[src/rtl/step_ctrl_pkg.sv]
// step_ctrl_pkg
//   Shared types and width helpers for the step controller.
//   mode_t     : operating mode of the step controller FSM.
//   cnt_width(): bits needed by a counter that runs 0..n-1 (never below 1).
package step_ctrl_pkg;

    typedef enum logic {
        MODE_STEP = 1'b0,
        MODE_RUN  = 1'b1
    } mode_t;

    function automatic int cnt_width(input int n);
        return (n <= 2) ? 1 : $clog2(n);
    endfunction

    // Board defaults: 20 ms debounce and a 1 Hz run rate at 50 MHz.
    localparam int DEBOUNCE_CYCLES_DEF = 1000000;
    localparam int RUN_DIV_DEF         = 50000000;
    localparam int DB_CNT_W_DEF        = cnt_width(DEBOUNCE_CYCLES_DEF);
    localparam int RUN_CNT_W_DEF       = cnt_width(RUN_DIV_DEF);

endpackage

[src/rtl/step_ctrl_debounce_sync.sv]
// debounce_sync
//   Two-flop synchronizer followed by a counting debouncer for one raw,
//   asynchronous, bouncy input.
//   Ports:
//     clk    in  board clock
//     reset  in  synchronous, active-high reset
//     din    in  raw asynchronous level (already in the wanted polarity)
//     dout   out debounced level; changes only after DEBOUNCE_CYCLES
//                consecutive synced samples that differ from it
module debounce_sync
    import step_ctrl_pkg::*;
#(
    parameter int DEBOUNCE_CYCLES = DEBOUNCE_CYCLES_DEF
) (
    input  logic clk,
    input  logic reset,
    input  logic din,
    output logic dout
);

    localparam int CW = cnt_width(DEBOUNCE_CYCLES);
    localparam logic [CW-1:0] CNT_LAST = CW'(DEBOUNCE_CYCLES - 1);

    logic          sync1_q;
    logic          sync2_q;
    logic          stable_q;
    logic [CW-1:0] cnt_q;

    always_ff @(posedge clk) begin
        if (reset) begin
            sync1_q  <= 1'b0;
            sync2_q  <= 1'b0;
            stable_q <= 1'b0;
            cnt_q    <= '0;
        end else begin
            sync1_q <= din;
            sync2_q <= sync1_q;
            // Any sample agreeing with the stable value restarts the count,
            // so only an uninterrupted run of differing samples flips it.
            if (sync2_q == stable_q) begin
                cnt_q <= '0;
            end else if (cnt_q == CNT_LAST) begin
                stable_q <= sync2_q;
                cnt_q    <= '0;
            end else begin
                cnt_q <= cnt_q + 1'b1;
            end
        end
    end

    assign dout = stable_q;

endmodule

[src/rtl/step_ctrl.sv]
// step_ctrl
//   Turns a raw DE2 pushbutton and slide switch into a one-cycle processor
//   clock-enable. Step mode: one pulse per debounced key press. Run mode:
//   one pulse every RUN_DIV cycles. Counts issued pulses for display.
//   Ports:
//     clk         in  board clock (50 MHz)
//     reset       in  synchronous, active-high reset
//     key_n       in  raw KEY, active-low, asynchronous, bouncy
//     run_sw      in  raw SW, 1 = run mode, asynchronous, bouncy
//     step_en     out one-cycle clock-enable pulse
//     key_pressed out debounced key level (1 = pressed)
//     running     out 1 while in run mode
//     step_count  out number of step_en pulses since reset (wraps)
module step_ctrl
    import step_ctrl_pkg::*;
#(
    parameter int DEBOUNCE_CYCLES = DEBOUNCE_CYCLES_DEF,
    parameter int RUN_DIV         = RUN_DIV_DEF,
    parameter int COUNT_W         = 32
) (
    input  logic               clk,
    input  logic               reset,
    input  logic               key_n,
    input  logic               run_sw,
    output logic               step_en,
    output logic               key_pressed,
    output logic               running,
    output logic [COUNT_W-1:0] step_count
);

    localparam int RCW = cnt_width(RUN_DIV);
    localparam logic [RCW-1:0] RUN_LAST = RCW'(RUN_DIV - 1);

    logic               key_db;
    logic               sw_db;
    logic               key_prev_q;
    mode_t              mode_q;
    mode_t              mode_d;
    logic [RCW-1:0]     run_cnt_q;
    logic [RCW-1:0]     run_cnt_d;
    logic               step_en_q;
    logic               step_en_d;
    logic [COUNT_W-1:0] step_count_q;

    // Key is inverted before synchronizing so the debounced level reads
    // 1 = pressed.
    debounce_sync #(
        .DEBOUNCE_CYCLES(DEBOUNCE_CYCLES)
    ) u_key_db (
        .clk  (clk),
        .reset(reset),
        .din  (~key_n),
        .dout (key_db)
    );

    debounce_sync #(
        .DEBOUNCE_CYCLES(DEBOUNCE_CYCLES)
    ) u_sw_db (
        .clk  (clk),
        .reset(reset),
        .din  (run_sw),
        .dout (sw_db)
    );

    always_comb begin
        mode_d    = sw_db ? MODE_RUN : MODE_STEP;
        run_cnt_d = run_cnt_q;
        step_en_d = 1'b0;
        if (mode_d != mode_q) begin
            // Mode change: restart the run divider and drop any key edge
            // that happens to coincide with the switch.
            run_cnt_d = '0;
        end else if (mode_q == MODE_RUN) begin
            if (run_cnt_q == RUN_LAST) begin
                run_cnt_d = '0;
                step_en_d = 1'b1;
            end else begin
                run_cnt_d = run_cnt_q + 1'b1;
            end
        end else begin
            step_en_d = key_db & ~key_prev_q;
        end
    end

    always_ff @(posedge clk) begin
        if (reset) begin
            key_prev_q   <= 1'b0;
            mode_q       <= MODE_STEP;
            run_cnt_q    <= '0;
            step_en_q    <= 1'b0;
            step_count_q <= '0;
        end else begin
            key_prev_q <= key_db;
            mode_q     <= mode_d;
            run_cnt_q  <= run_cnt_d;
            step_en_q  <= step_en_d;
            if (step_en_d) begin
                step_count_q <= step_count_q + 1'b1;
            end
        end
    end

    assign step_en     = step_en_q;
    assign key_pressed = key_db;
    assign running     = (mode_q == MODE_RUN);
    assign step_count  = step_count_q;

endmodule

[config.mk]
export PLATFORM = sky130hd
export DESIGN_NAME = step_ctrl
export DESIGN_NICKNAME = d
export VERILOG_FILES = /design/src/rtl/step_ctrl_pkg.sv /design/src/rtl/step_ctrl_debounce_sync.sv /design/src/rtl/step_ctrl.sv
export SDC_FILE = /design/constraint.sdc
export NUM_CORES = 1
export LEC_CHECK = 0
export ABC_AREA = 1
export BUFFER_PORTS_ARGS = -buffer_cell sky130_fd_sc_hd__buf_2
export CORE_MARGIN = 3
export CORE_UTILIZATION = 30
export DETAILED_ROUTE_END_ITERATION = 12
export GPL_TIMING_DRIVEN = 0
export PLACE_DENSITY = 0.48
export SYNTH_ARGS = -nofsm -noshare
export SYNTH_HDL_FRONTEND = slang
export SYNTH_SLANG_ARGS = --single-unit
[constraint.sdc]
create_clock -name clk -period 1.8 [get_ports clk]
set_clock_uncertainty 0.2 [all_clocks]
set_input_delay 0.27 -clock clk [delete_from_list [all_inputs] [get_ports clk]]
set_output_delay 0.27 -clock clk [all_outputs]
set_load 0.01 [all_outputs]
After elaboration in Yosys (flattened, before gate mapping) --
Index checks and enable logic that the tools add are counted.
Word-level totals: bits in registers 107, input port bits 4, output and inout port bits 35
Operators by class: add/sub/neg operators 4, equality and inequality tests 6, mux-type cells 5, bitwise operators 5, reduce and logical (&&, ||, !) cells 5
Operators with widths (count):
- adder 20 x 1 -> 20 bit (second input constant) | 2
- equality test 20 bit (second input constant) | 2
- adder 32 x 1 -> 32 bit (second input constant) | 1
- adder 26 x 1 -> 26 bit (second input constant) | 1
- equality test 26 bit (second input constant) | 1
- 2-to-1 mux 26 bit | 1
- OR reduction 3 bit | 2
- 2-to-1 mux 1 bit | 4
- NOT 1 bit | 4
- AND reduction 2 bit | 2
- equality test 1 bit | 2
- OR reduction 2 bit | 1
- bitwise AND 1 bit | 1
- != test 1 bit | 1

Longest topological paths before layout --
depth in word-level cells 4, gate-level depth with buffers 10

Cells and area by module --
A second synthesis with hierarchy kept.
Second synthesis, totals: cell total of the unflattened synthesis 887, area total of the unflattened synthesis 5723.0 um^2
Modules (own cells, without submodules):
- step_ctrl | instances 1, cells each 559, area each 3458.3 um^2, seq. area each 1221.2 um^2
- debounce_sync | instances 2, cells each 164, area each 1132.3 um^2, seq. area each 460.4 um^2

Worst setup path before layout --
No wires, ideal clock.
path type register to register, start reg step_count_q[0] (netlist: step_count[0]), end reg step_count_q[26] (netlist: step_count[26]), setup time 0.132 ns, data arrival time 1.444 ns, data required time 1.468 ns, slack 0.024 ns, stages on the path, launching flop included 11, cell sequence dfxtp_1 -> ha_1 -> inv_1 -> nor2_2 -> nand2_2 -> nor2_1 -> nand2_1 -> nand2_1 -> nand2_1 -> nand2_1 -> a21oi_1
On the way: longest elaborated chain between the ends 1
Ends and longest elaborated chain:
- from (decl) | RTL line step_ctrl.sv:43 | logic [COUNT_W-1:0] step_count_q;
- from (signal assigned) | RTL line step_ctrl.sv:98 | step_count_q <= step_count_q + 1'b1;
- adder 32 x 1 -> 32 bit | RTL line step_ctrl.sv:98
No other way between the ends. A chain may end at the register's enable or synchronous reset.

Final worst setup path --
start reg run_cnt_q[20], end reg step_count_q[11] (netlist: step_count[11])
On the way: longest elaborated chain between the ends 4
Ends and longest elaborated chain:
- from (decl) | RTL line step_ctrl.sv:39 | logic [RCW-1:0] run_cnt_q;
- from (signal assigned) | RTL line step_ctrl.sv:95 | run_cnt_q <= run_cnt_d;
- equality test 26 bit | RTL line step_ctrl.sv:74 | if (run_cnt_q == RUN_LAST) begin
- 2-to-1 mux 1 bit | RTL line step_ctrl.sv:74
- 2-to-1 mux 1 bit | RTL line step_ctrl.sv:73 | end else if (mode_q == MODE_RUN) begin
- 2-to-1 mux 1 bit | RTL line step_ctrl.sv:69 | if (mode_d != mode_q) begin
No other way between the ends.

==> results.txt <==
GRT overflow: 0
Status: finished, final reports clean
Leak: 0.00253 uW
N_diodes: 0
Cells on worst reg2reg path: 9
Initial DRC Count: 240
WL/cell: 13.3 um
CP required: 1880 ps
Max FO, Critical Path: 7
Setup Viol. Count Final: 0
Post-route insts no fill: 1201
Pre-antenna DRT Iters: 4
Post-Syn Area per Cell: 6.44 um^2
Summed instance area of the synthesized netlist: 5760 um^2
Max Buffers Root-to-Sink: 2
Filler instances: 2040
Placed cells: 1166
Critical-path cell list: nand2_1 -> nor2_2 -> nand2_2 -> nor2_4 -> nand3_4 -> nand2_8 -> clkbuf_16 -> nand2_1 -> a21oi_1
Top cell type's share of synthesized area: 37.2%
Worst Path Buf+Inv: 1
Yosys top cell by area: dfxtp_1
Crit-path most repeated cell: nand2_1
Initial antenna violation count: 0
Worst Hold Depth: 4
Num ports: 39
Setup CP Type: register to register
Peak supply drop: 0.000418 V
Final HPWL DP: 11.4 mm
Core Box Area: 18800 um^2
Syn nets: 903
CP Capture Type: register
DRC Markers: 0
Tmin final: 1770 ps
Sink Count: 107
Worst-Skew Late Latency: 360 ps
Synth cell types: 29
CTS clk-pin slew, worst paths: 70 ps
Top Family by Delay on Critical Path: simple AND/OR/NAND/NOR gates
Slowest stage delay, CP: 390 ps
Final Hold Fails: 0
CTS HTree Levels: 3
Sequential share of the synthesized area: 37.2%
FF-to-FF End: step_count[11]$_SDFFE_PP0P_
Synth Register Bits: 107
Num CTS Buffers: 9
Global-route wire length before repair: 25.2 mm
Critical Path AT: 1850 ps
Final Cell Area: 7170 um^2
Critical Path Slowest Stage Cell: dfxtp_1
Reg2reg start: run_cnt_q[20]$_SDFFE_PP0P_
Die ar.: 20900 um^2
Hold WC Path Type: input port to register
Synth top area cells: dfxtp_1 (37%), nand2_1 (17%), nor2_1 (10%)
Clock Tree Root: clkbuf_16
Cell area power density: 608 nW/um^2
Startpoint class of the critical path: register
Part of the cycle the worst path needs: 98.4%
MaxCap Viol Count: 0
Fin nets: 971
ANT nets after route: 0
IO buf count: 38
FP Rows: 50
Post-Synthesis Cells: 894
Initial Util: 30.7%
Slew HR: 46.5%
Total GRT Usage: 15.2%
Area Overhead vs Synth: 24.4%
Ys Warns: 0
Die Ht: 145 um
CTS tree: built
Routability cong.: 0.892
Vias in the first global route: 5020
Slew Viols, Final: 0
Post-Route WL: 16.0 mm
RSZ-0062 raised after global routing: true
Max frequency: 0.565 GHz
Layout cells sized above 1: 21.7%
HP Start: reset
Hold path endpoint: step_count[1]$_SDFFE_PP0P_
Via count: 5554
Worst Tran Pin Value: 803 ps
Largest net degree at the start of global routing: 18
Placed Instance Area: 6240 um^2
Via density per instance: 4.62
Setup slack, reg-to-reg: 30 ps
DIE WIDTH: 145 um
-- cells by family after synthesis --
logic type	after synthesis	share of synthesized area, %
simple gates	569	42.4
xor+xnor	39	5.93
compound gates	66	5.74
flops	107	37.2
buf+inv	108	7.65
fa+ha+maj	5	1.09
-- power breakdown --
part / internal (uW) / total [uW] / switching (uW)
combinational: 22.6 / 74.6 / 52.0
sequential: 2360 / 2370 / 3.20
clock: 944 / 1910 / 968
-- metal layers --
layer  global-route usage (%)  vias to the layer above  share of wire (%)
li1                         -                     2950                  -
met2                     23.5                       58                 45
met4                     5.01                        0                1.4
met3                     3.64                       15                3.6
met5                        0                        -                  0
met1                     20.9                     2531                 50
-- worst reg2reg max path: cells and delay by family (launching register included) --
family	cells	cell delay [ps]
AND/OR/NAND/NOR	7	810
flip-flops	1	390
AO/OA/AOI/OAI	1	110
buffers and inverters	1	170
-- cell usage in the layout (no fill, tap or decap), types with 23 or more instances in the layout --
master   count
buf_2       38
xor2_1      23
nand2_1    233
inv_1       84
a21oi_1     42
nand2_2     23
nor2_2      25
dfxtp_1     86
nor2_1     131
nand3_1     84
-- area by class of cell --
type,count,area [um^2],area share [%]
Buffer,18,158,2.20
Clock buffer,10,229,3.20
Clock inverter,6,41.3,0.576
Inverter,90,343,4.78
Multi-Input combinational cell,679,3530,49.3
Sequential cell,107,2180,30.4
Tap cell,234,293,4.09
Timing Repair Buffer,57,390,5.45
-- flip-flops by register name, indices dropped and copies added, names as in the netlist, 20 cells and up --
name and flops:
step_count 32, run_cnt_q 26, u_key_db.cnt_q 20, u_sw_db.cnt_q 20
-- worst max-delay path by stage --
stage                                             from                            end  slack [ps]  cells past startpoint
after floorplan             step_count[0]$_SDFFE_PP0P_    step_count[26]$_SDFFE_PP0P_          20                     10
after global placement      step_count[0]$_SDFFE_PP0P_    step_count[26]$_SDFFE_PP0P_        -230                     10
after detailed placement  u_key_db.cnt_q[0]$_SDFF_PP0_  u_key_db.cnt_q[16]$_SDFF_PP0_        -220                      9
after CTS                  u_sw_db.cnt_q[0]$_SDFF_PP0_   u_sw_db.cnt_q[11]$_SDFF_PP0_         0.3                      7
after global routing        step_count[9]$_SDFFE_PP0P_    step_count[13]$_SDFFE_PP0P_         -80                      7
final                       run_cnt_q[20]$_SDFFE_PP0P_    step_count[11]$_SDFFE_PP0P_          30                      9
-- synthesized netlist by cell type --
library cell,instances
nor3_2,1
nor2_1,158
nand2_2,5
xor2_1,23
nand3b_1,4
or2_0,2
nand2_4,1
nor2_2,7
ha_1,5
buf_2,7
xnor2_1,16
nand3_1,86
nor2_4,3
buf_4,1
a21oi_1,56
or2_2,5
o21ai_0,10
nor4_1,1
nand3_2,1
nand2_1,256
inv_2,3
buf_6,3
nor3_1,20
clkbuf_1,7
inv_1,87
dfxtp_1,107
nand3_4,1
nand4_1,12
nor3b_1,6
-- per-stage QoR --
step | total power [uW] | util [%] | TNS (ps) | hold slack [ps] | setup WS [ps]
6_report | 4350 | 38.2 | 0 | 119 | 28.5
5_1_grt | 4540 | 38.2 | -1970 | 135 | -82.9
4_1_cts | 4450 | 35.8 | 0 | 108 | 0.254
3_5_place_dp | 2490 | 33.3 | -11930 | 195 | -215
3_3_place_gp | 2490 | 33.3 | -11690 | 190 | -231
2_1_floorplan | 2460 | - | 0 | 142 | 23.7
-- what timing repair did --
action	4_1_cts	5_1_grt
endpoints found under the setup margin	84	85
endpoints found under the hold margin	2	0
cloned	0	4
hold buffers	2	0
setup buffers	5	8
resized for setup	47	101
pin swaps	5	21
Power figures use the tool's default switching activity.
